--- config.mk ---
export PLATFORM = sky130hd
export DESIGN_NAME = fp32_uart_tx_flat
export DESIGN_NICKNAME = d
export VERILOG_FILES = /design/src/rtl/fp32_uart_tx_if.sv /design/src/rtl/fp32_uart_tx.sv /design/src/flat_wrapper.sv
export SDC_FILE = /design/constraint.sdc
export NUM_CORES = 1
export LEC_CHECK = 0
export ABC_CLOCK_PERIOD_IN_PS = 3000
export BUFFER_PORTS_ARGS = -buffer_cell sky130_fd_sc_hd__buf_2
export CAP_MARGIN = 20
export CORE_ASPECT_RATIO = 0.7
export CORE_MARGIN = 5
export CORE_UTILIZATION = 61
export CTS_CLUSTER_DIAMETER = 50
export DETAILED_ROUTE_END_ITERATION = 8
export PLACE_DENSITY_LB_ADDON = 0.15
export SLEW_MARGIN = 10
export SYNTH_ARGS = -nofsm -noshare
export SYNTH_HDL_FRONTEND = slang
export SYNTH_SLANG_ARGS = --single-unit
--- constraint.sdc ---
create_clock -name CLK_I -period 3 [get_ports CLK_I]
set_input_delay 0.3 -clock CLK_I [delete_from_list [all_inputs] [get_ports CLK_I]]
set_output_delay 0.3 -clock CLK_I [all_outputs]
set_load 0.01 [all_outputs]
--- src/rtl/fp32_uart_tx_if.sv ---
// Handshake bundle between the MAC result producer and the FP32 UART transmitter.
// Latency: none, this is wiring only.
// Backpressure: the producer holds tx_vld/tx_dat until a cycle where tx_rdy is high.
interface fp32_uart_tx_if #(
  parameter int W = 32
);
  logic         tx_vld;
  logic [W-1:0] tx_dat;
  logic         tx_rdy;
  logic         tx_done;

  modport master (output tx_vld, output tx_dat, input tx_rdy, input tx_done);
  modport slave  (input tx_vld, input tx_dat, output tx_rdy, output tx_done);
endinterface

--- src/rtl/fp32_uart_tx.sv ---
// Serialises one FP32 word as NUM_BYTES 8N1 frames, byte 0 first and LSB first within each byte.
// Latency: the start bit begins the cycle after accept; tx_done pulses NUM_BYTES*10*CLKS_PER_BIT cycles after accept.
// Backpressure: tx_rdy drops on the accept edge and returns the cycle after the done pulse; input changes while busy are ignored.
module fp32_uart_tx #(
  parameter int CLKS_PER_BIT = 443,
  parameter int NUM_BYTES    = 4
) (
  input  logic          CLK_I,
  input  logic          RSTL_I,
  fp32_uart_tx_if.slave tx_if,
  output logic          UART_TX_O
);
  localparam int DW     = 8 * NUM_BYTES;
  localparam int CNT_W  = (CLKS_PER_BIT > 1) ? $clog2(CLKS_PER_BIT) : 1;
  localparam int BYTE_W = (NUM_BYTES > 1) ? $clog2(NUM_BYTES) : 1;
  localparam logic [CNT_W-1:0]  CNT_LAST  = CNT_W'(CLKS_PER_BIT - 1);
  localparam logic [BYTE_W-1:0] BYTE_LAST = BYTE_W'(NUM_BYTES - 1);

  typedef enum logic [2:0] {
    S_IDLE  = 3'd0,
    S_START = 3'd1,
    S_DATA  = 3'd2,
    S_STOP  = 3'd3,
    S_DONE  = 3'd4
  } state_t;

  state_t             state_q;
  logic [CNT_W-1:0]   clk_cnt_q;
  logic [2:0]         bit_q;
  logic [BYTE_W-1:0]  byte_q;
  logic [DW-1:0]      shift_q;
  logic               tx_q;
  logic               rdy_q;
  logic               done_q;
  logic               bit_end_d;

  // The current bit period ends on this cycle.
  assign bit_end_d = (clk_cnt_q == CNT_LAST);

  assign UART_TX_O     = tx_q;
  assign tx_if.tx_rdy  = rdy_q;
  assign tx_if.tx_done = done_q;

  // Frame sequencer; every output is produced here so nothing combinational reaches the pins.
  // The shift register always presents the next data bit at bit 0, which yields byte 0 first, LSB first.
  always_ff @(posedge CLK_I or negedge RSTL_I) begin
    if (!RSTL_I) begin
      state_q   <= S_IDLE;
      clk_cnt_q <= '0;
      bit_q     <= '0;
      byte_q    <= '0;
      shift_q   <= '0;
      tx_q      <= 1'b1;
      rdy_q     <= 1'b1;
      done_q    <= 1'b0;
    end else begin
      case (state_q)
        S_IDLE: begin
          tx_q      <= 1'b1;
          rdy_q     <= 1'b1;
          done_q    <= 1'b0;
          clk_cnt_q <= '0;
          bit_q     <= '0;
          byte_q    <= '0;
          if (tx_if.tx_vld && rdy_q) begin
            shift_q <= tx_if.tx_dat;
            rdy_q   <= 1'b0;
            tx_q    <= 1'b0;
            state_q <= S_START;
          end
        end
        S_START: begin
          if (bit_end_d) begin
            clk_cnt_q <= '0;
            bit_q     <= '0;
            tx_q      <= shift_q[0];
            shift_q   <= shift_q >> 1;
            state_q   <= S_DATA;
          end else begin
            clk_cnt_q <= clk_cnt_q + CNT_W'(1);
          end
        end
        S_DATA: begin
          if (bit_end_d) begin
            clk_cnt_q <= '0;
            if (bit_q == 3'd7) begin
              bit_q   <= '0;
              tx_q    <= 1'b1;
              state_q <= S_STOP;
            end else begin
              bit_q   <= bit_q + 3'd1;
              tx_q    <= shift_q[0];
              shift_q <= shift_q >> 1;
            end
          end else begin
            clk_cnt_q <= clk_cnt_q + CNT_W'(1);
          end
        end
        S_STOP: begin
          if (bit_end_d) begin
            clk_cnt_q <= '0;
            if (byte_q == BYTE_LAST) begin
              byte_q  <= '0;
              tx_q    <= 1'b1;
              done_q  <= 1'b1;
              state_q <= S_DONE;
            end else begin
              // Next frame follows immediately with its start bit.
              byte_q  <= byte_q + BYTE_W'(1);
              tx_q    <= 1'b0;
              state_q <= S_START;
            end
          end else begin
            clk_cnt_q <= clk_cnt_q + CNT_W'(1);
          end
        end
        S_DONE: begin
          clk_cnt_q <= '0;
          bit_q     <= '0;
          byte_q    <= '0;
          shift_q   <= '0;
          tx_q      <= 1'b1;
          done_q    <= 1'b0;
          rdy_q     <= 1'b1;
          state_q   <= S_IDLE;
        end
        default: begin
          clk_cnt_q <= '0;
          bit_q     <= '0;
          byte_q    <= '0;
          shift_q   <= '0;
          tx_q      <= 1'b1;
          done_q    <= 1'b0;
          rdy_q     <= 1'b1;
          state_q   <= S_IDLE;
        end
      endcase
    end
  end
endmodule
--- src/flat_wrapper.sv ---
// flat-port wrapper written by rule: the top's interface ports become plain ports
module fp32_uart_tx_flat 
#(
  parameter int CLKS_PER_BIT = 443,
  parameter int NUM_BYTES    = 4
)
  (CLK_I, RSTL_I, UART_TX_O, tx_if_tx_vld, tx_if_tx_dat, tx_if_tx_rdy, tx_if_tx_done);
  fp32_uart_tx_if tx_if_i ();
  input  logic CLK_I;
  input  logic RSTL_I;
  output logic UART_TX_O;
  input wire logic [$bits(tx_if_i.tx_vld)-1:0] tx_if_tx_vld;
  input wire logic [$bits(tx_if_i.tx_dat)-1:0] tx_if_tx_dat;
  output wire logic [$bits(tx_if_i.tx_rdy)-1:0] tx_if_tx_rdy;
  output wire logic [$bits(tx_if_i.tx_done)-1:0] tx_if_tx_done;
  assign tx_if_i.tx_vld = tx_if_tx_vld;
  assign tx_if_i.tx_dat = tx_if_tx_dat;
  assign tx_if_tx_rdy = tx_if_i.tx_rdy;
  assign tx_if_tx_done = tx_if_i.tx_done;
  fp32_uart_tx #(.CLKS_PER_BIT(CLKS_PER_BIT), .NUM_BYTES(NUM_BYTES)) u_core (.CLK_I(CLK_I), .RSTL_I(RSTL_I), .tx_if(tx_if_i), .UART_TX_O(UART_TX_O));
endmodule
==> metrics, run 1 <==
outcome completed; endpoints failing setup 0; crit path launch type flip-flop; main combinational cell family by area after synthesis compound AO/OA/AOI/OAI gates; P&R area growth vs syn 11.4%; Post-synth EDFFs 0; first-pass GRT wire length 8670 um; Die H 64.8 um; most frequent cell after synthesis dfrtp_1; Final Worst Setup Slack 0.721 ns; vias in the first global route 1798; post-place setup slack 0.760 ns; layout cells sized above 1 30.7%; drt wl/cell 16.8 um; postcts setup bufs 0; Avg Cell Area, Syn 11.5 um^2; Fin. Hold Viols 0; peak supply drop 0.390 mV; Slew Viols, Final 0; post-synthesis mux area share 14.1%; CP endpoint kind flip-flop; Critical Path RT 3.19 ns; crit path kind flip-flop to flip-flop; most frequent cells after synthesis 50 x dfrtp_1, 31 x a22o_1, 26 x mux2_2; Residual DRC 0; # IOs 38; Slew @ Worst Pin 0.708 ns; total track usage 19.6%; RSZ-0062 raised after global routing no; pin count of the biggest net entering global routing 33; syn_nets 267; Min-Delay Path Class primary input to asynchronous set/reset pin; fillers 307; post-synth top area share 47.8%; final instance area 0.00292 mm^2; Via density 6.13; R2R setup slack 0.72 ns; initial antenna violation count 0; H-Tree Depth 2; clock skew 0.00600 ns; Synth Area in Adders 2.39%; synthesized flop and latch total 52; Starting DRT DRC Count 137; xor/xnor cell area share of the yosys netlist 2.01%; sequential area share after synthesis 49.8%; Port Buffers 37; die area 0.00572 mm^2; Simple-Gate Fraction of Synth Area 10.6%; async set or reset register ratio after synthesis 100%; CTS tree built; warnings from Yosys 0; Crit path max-delay family flip-flops; Worst slew margin 52.8%; top post-synthesis cells by area dfrtp_1 48%, mux2_2 11%, a22o_1 10%; Crit Path Max Fanout 32; fmax 0.439 GHz; routed wire length 5260 um; Post-DRT Antenna Nets 0; synthesized area 0.00262 mm^2; clk_lat worst skew 0.31 ns; Design Power 1150 uW; Synth Flop Type dfrtp_1; Pwr Density 395 mW/mm^2; max-cap violation count 0; Synth Area in Compound Gates 17.3%; leakage power 0.00142 uW; CTS buffer count 5; Clock Tree Root clkbuf_8; Post-Place Cells 305; CORE AREA 0.00404 mm^2; clk sink count 52; peak per-stage delay on the critical path 0.64 ns; Die Width 88.3 um; RePlAce Congestion 0.788; Initial Util 64.8%; dpl hpwl 3580 um; row cnt 19; Syn Inst Count 227; TritonRoute pass-1 iters 4; Final min period 2.28 ns; Tcrit/Tclk final 76.0%; library cells used by synthesis 35; CP Buf/Inv Count 1; post-CTS sizing 0; number of antenna diodes 0; Clock Tree Buf Depth 2; setup TNS 0 ns; WP data arrival 2.47 ns; Final Non-Filler Cells 313; Cell Chain, Critical Path nor2b_1 > a21oi_1 > o21ai_4 > buf_4 > mux2_2; clock-pin slew on the worst setup and hold paths 0.09 ns; fin nets 300; Synth area leader dfrtp_1; vias 1918; Post-DP Area 0.00282 mm^2; gr ovfl total 0; slowest CP cell dfrtp_1; cts hold-fix bufs 0
## layout make-up
type	count	area, um^2	area share [%]
clock buffers	7	86.3	2.96
clock inverters	1	7.51	0.257
inverters	5	18.8	0.644
multi-input cells	155	1220	41.8
flip-flops and latches	52	1300	44.7
well taps	52	65.1	2.23
repair buffers	41	215	7.38
## metrics by stage
step	utilization [%]	hold WS [ns]
floorplan	-	0.00441
CTS	72.2	0.0428
global route	72.2	0.0863
finish	72.2	0.0340
global placement	69.8	0.386
detailed placement	69.8	0.383
## metal layers
layer  vias up  wire [um]  global-route usage, %
li1        917          -                      -
met2        62       2350                   28.7
met5         -          0                      0
met4         0         57                   6.60
met3         5        344                   5.19
met1       934       2500                   28.5
## registers in the layout, summed over array words and instances (netlist names)
| signal | cells |
|---|---|
| u_core.tx_if.tx_done | 1 |
| u_core.shift_q | 32 |
| u_core.state_q | 3 |
| u_core.bit_q | 3 |
| u_core.clk_cnt_q | 9 |
| u_core.byte_q | 2 |
| u_core.UART_TX_O | 1 |
| u_core.tx_if.tx_rdy | 1 |
## report_power, final
group	leakage, uW	switching, uW	internal (uW)
Combinational	0.000679	20.8	16.7
Clock	0.0000445	227	188
Sequential	0.000700	0	700
Total	0.00142	248	905
## final timing paths
| path | startpoint | to | cells past startpoint |
|---|---|---|---|
| setup / recovery | u_core.state_q[0] | u_core.shift_q[24] | 5 |
| hold / removal | RSTL_I | u_core.clk_cnt_q[2] | 1 |
| setup reg to reg | u_core.state_q[0] | u_core.shift_q[24] | 5 |
| hold reg to reg | u_core.shift_q[27] | u_core.shift_q[27] | 1 |
| max in group asynchronous | RSTL_I | u_core.tx_if.tx_rdy | 2 |
| min in group CLK_I | tx_if_tx_dat[31] | u_core.shift_q[31] | 3 |
## cells by family (layout without fill, tap and decap cells)
group	count (synthesis)	after routing
compound gates	59	59
xor+xnor	6	6
fa+ha+maj	5	5
buf+inv	20	54
flops	52	52
mux	33	33
simple gates	52	52
## cell usage in the layout (no fill, tap or decap), drive strengths merged, types with 2 or more instances in the layout
cell	Yosys	layout
a21oi	6	6
a22o	31	31
a31oi	8	8
and4b	2	2
buf	7	41
clkbuf	8	7
dfrtp	50	50
dfstp	2	2
ha	5	5
inv	5	5
mux2	31	31
mux2i	2	2
nand2	7	7
nand2b	3	3
nand3	13	13
nand4	2	2
nand4b	2	2
nor2	13	13
nor2b	2	2
nor3	5	5
o211ai	3	3
o21ai	8	8
or3	2	2
xnor2	4	4
xor2	2	2
No activity file was read; power rests on OpenSTA's default activity.
==> inputs of run 2 (changes only) <==
- ABC_CLOCK_PERIOD_IN_PS: 3000 -> 1800
- CORE_UTILIZATION: 61 -> 51
- clock period: 3 -> 1.8 ns (I/O delays scaled with it)
==> run 2 against run 1 <==
- flip-flop and latch count stayed put
- sequential power is 67% higher
- utilization is 6.8 points lower
- first-iteration DRC count is 13% lower
- cell count is 12% higher
- power is 77% higher
- hold slack better by 0.082 ns
- the run now ends with negative setup slack left
- clock skew is 0.0042 ns higher
- critical path type unchanged
- highest routed layer unchanged
- critical endpoint is now u_core.shift_q[29]
- count of clock-buffer cells in the layout is 2 lower
- global-route usage is 1.5 points lower
==> metrics, run 2 (synthesized netlist as in run 1, its figures left out) <==
clock share of power 39.6% (+3.6 points); Cell Chain, Critical Path nor2b_1 > a21oi_1 > o21ai_4 > buf_12 > mux2_2; vias in the first global route 1960 (+9.0%); CP Buf/Inv Count 1 (unchanged); Crit Path Max Fanout 24 (-25%); pin count of the biggest net entering global routing 35 (+6.1%); WP data arrival 2.00 ns (-0.47 ns); RR Startpoint u_core.state_q[1]; Pwr Density 640 mW/mm^2 (+62%); WHS Path Cells 3; peak supply drop 0.554 mV (+42%); Hold Path Sink u_core.shift_q[31]; RSZ-0062 raised after global routing yes; Slew @ Worst Pin 0.459 ns (-0.249 ns); Clock Tree Buf Depth 2 (unchanged); endpoints failing setup 1 (+1); reg2reg end u_core.shift_q[29]; final hold slack 0.116 ns (+0.0815 ns); Int Pwr 1610 uW (+78%); Die H 70.0 um (+7.9%); clock skew 0.0102 ns (+0.00417 ns); Worst R2R Path Depth 5 (unchanged); vias 2011 (+4.8%); layout cells sized above 1 36.7% (+6.1 points); leakage power 0.00156 uW (+9.4%); RePlAce Congestion 0.814 (+3.3%); Post-Place Cells 341 (+12%); Residual DRC 0 (unchanged); P_sw 432 uW (+74%); Die Width 95.6 um (+8.3%); Post-DRT Antenna Nets 0 (unchanged); # IOs 38 (unchanged); Final Non-Filler Cells 352 (+12%); failing checks negative setup slack; Fin. Hold Viols 0 (unchanged); outcome finished, violations left; gr ovfl total 0 (unchanged); Starting DRT DRC Count 119 (-13%); hold_sp tx_if_tx_dat[31]; Critical Path RT 1.99 ns (-1.20 ns); H-Tree Depth 2 (unchanged); combinational share of power 3.3% (about the same); Flop pwr share 57.1% (-3.6 points); Crit path max-delay family flip-flops; CTS buffer count 5 (unchanged); Biggest register u_core.shift_q; max-cap violation count 0 (unchanged); number of antenna diodes 0 (unchanged); clk sink count 52 (unchanged); Tcrit/Tclk final 100% (+24 points); max reg flops 32 (unchanged); slowest CP cell dfrtp_1; Worst slew margin 69.4% (+17 points); most common cell after layout, fill and taps aside dfrtp_1; die area 0.00669 mm^2 (+17%); Min-Delay Path Class primary input to flip-flop; fin nets 322 (+7.3%); Via density 5.71 (-6.8%); CP endpoint kind flip-flop; first-pass GRT wire length 9560 um (+10%); switching share of total power 21.1% (-0.38 points); CORE AREA 0.00489 mm^2 (+21%); crit path launch type flip-flop; crit path kind flip-flop to flip-flop; dpl hpwl 3800 um (+6.1%); post-layout util 65.4% (-6.8 points); CTS tree built; initial antenna violation count 0 (unchanged); most frequent cells in the layout 50 x dfrtp_1, 37 x buf_2, 31 x a22o_1; clock-pin slew on the worst setup and hold paths 0.10 ns (about the same); Initial Util 53.6% (-11 points); peak per-stage delay on the critical path 0.41 ns (-0.23 ns); routed wire length 5540 um (+5.3%); clk_lat worst skew 0.31 ns (about the same); drt wl/cell 15.7 um (-6.3%); Slew Viols, Final 0 (unchanged); Port Buffers 37 (unchanged); critical path depth 5 (unchanged); Final Worst Setup Slack -0.00493 ns (-0.726 ns); total track usage 18.1% (-1.5 points); TritonRoute pass-1 iters 4 (unchanged); Largest regs u_core.shift_q: 32 flops, u_core.clk_cnt_q: 9 flops; Clock Tree Root clkbuf_8; fmax 0.554 GHz (+26%); P&R area growth vs syn 22.0%; post-place setup slack 0.0152 ns (-0.744 ns); row cnt 21 (+2); Final min period 1.80 ns (-0.474 ns); R2R setup slack -0.005 ns (-0.73 ns)
==> run 2: final cells by class <==
class                   instances  area (um^2)
multi-input cells             155         1250
well taps                      69         86.3
inverters                       5         18.8
flip-flops and latches         52         1300
repair buffers                 63          424
fillers                       406         1690
clock buffers                   5         68.8
clock inverters                 3         42.5
==> run 2: what timing repair did <==
item / CTS / global route
endpoints found under the setup margin: 8 / 32
hold buffers: 1 / 0
gates cloned: 0 / 0
gates resized for setup: 1 / 8
buffers inserted: 0 / 2
endpoints found under the hold margin: 18 / 0
==> run 2: worst max path at each step <==
stage                              from                 end  slack [ns]
global placement      u_core.state_q[0]   u_core.shift_q[7]        0.02
floorplan           u_core.clk_cnt_q[0]  u_core.shift_q[29]       0.003
CTS                     u_core.bit_q[0]  u_core.shift_q[29]       0.002
detailed placement    u_core.state_q[0]   u_core.shift_q[7]        0.02
global route        u_core.clk_cnt_q[0]  u_core.shift_q[29]       -0.07
finish                u_core.state_q[1]  u_core.shift_q[29]      -0.005
==> run 2: routing by layer <==
| metal | wire length (um) | global-route usage, % |
|---|---|---|
| met3 | 383 | 4.18 |
| met5 | 0 | 0 |
| met2 | 2350 | 25.3 |
| met1 | 2750 | 27.9 |
| met4 | 53 | 4.73 |
==> run 2: worst reg2reg max path: stages, from the launching register on <==
cell and delay, ns:
dfrtp_1 0.41, nor2b_1 0.37, a21oi_1 0.17, o21ai_4 0.19, buf_12 0.20, mux2_2 0.36
==> run 2: through the flow <==
step / power (uW) / TNS (ns) / instance area (um^2)
after CTS: 2060 / 0 / 3150
after detailed placement: 1260 / 0 / 3020
after global placement: 1260 / 0 / 3020
after floorplan: 1190 / 0 / 2620
final: 2040 / -0.00493 / 3190
after global routing: 2120 / -1.49 / 3190
==> run 2: power by group through the flow <==
| stage | combinational (uW) | clock (uW) | sequential [uW] |
|---|---|---|---|
| floorplan | 0.930 | 0 | 1190 |
| detailed placement | 68.2 | 0 | 1190 |
| CTS | 69.9 | 826 | 1170 |
| finish | 67.6 | 808 | 1170 |
| global route | 77.6 | 880 | 1170 |
| global placement | 68.0 | 0 | 1190 |
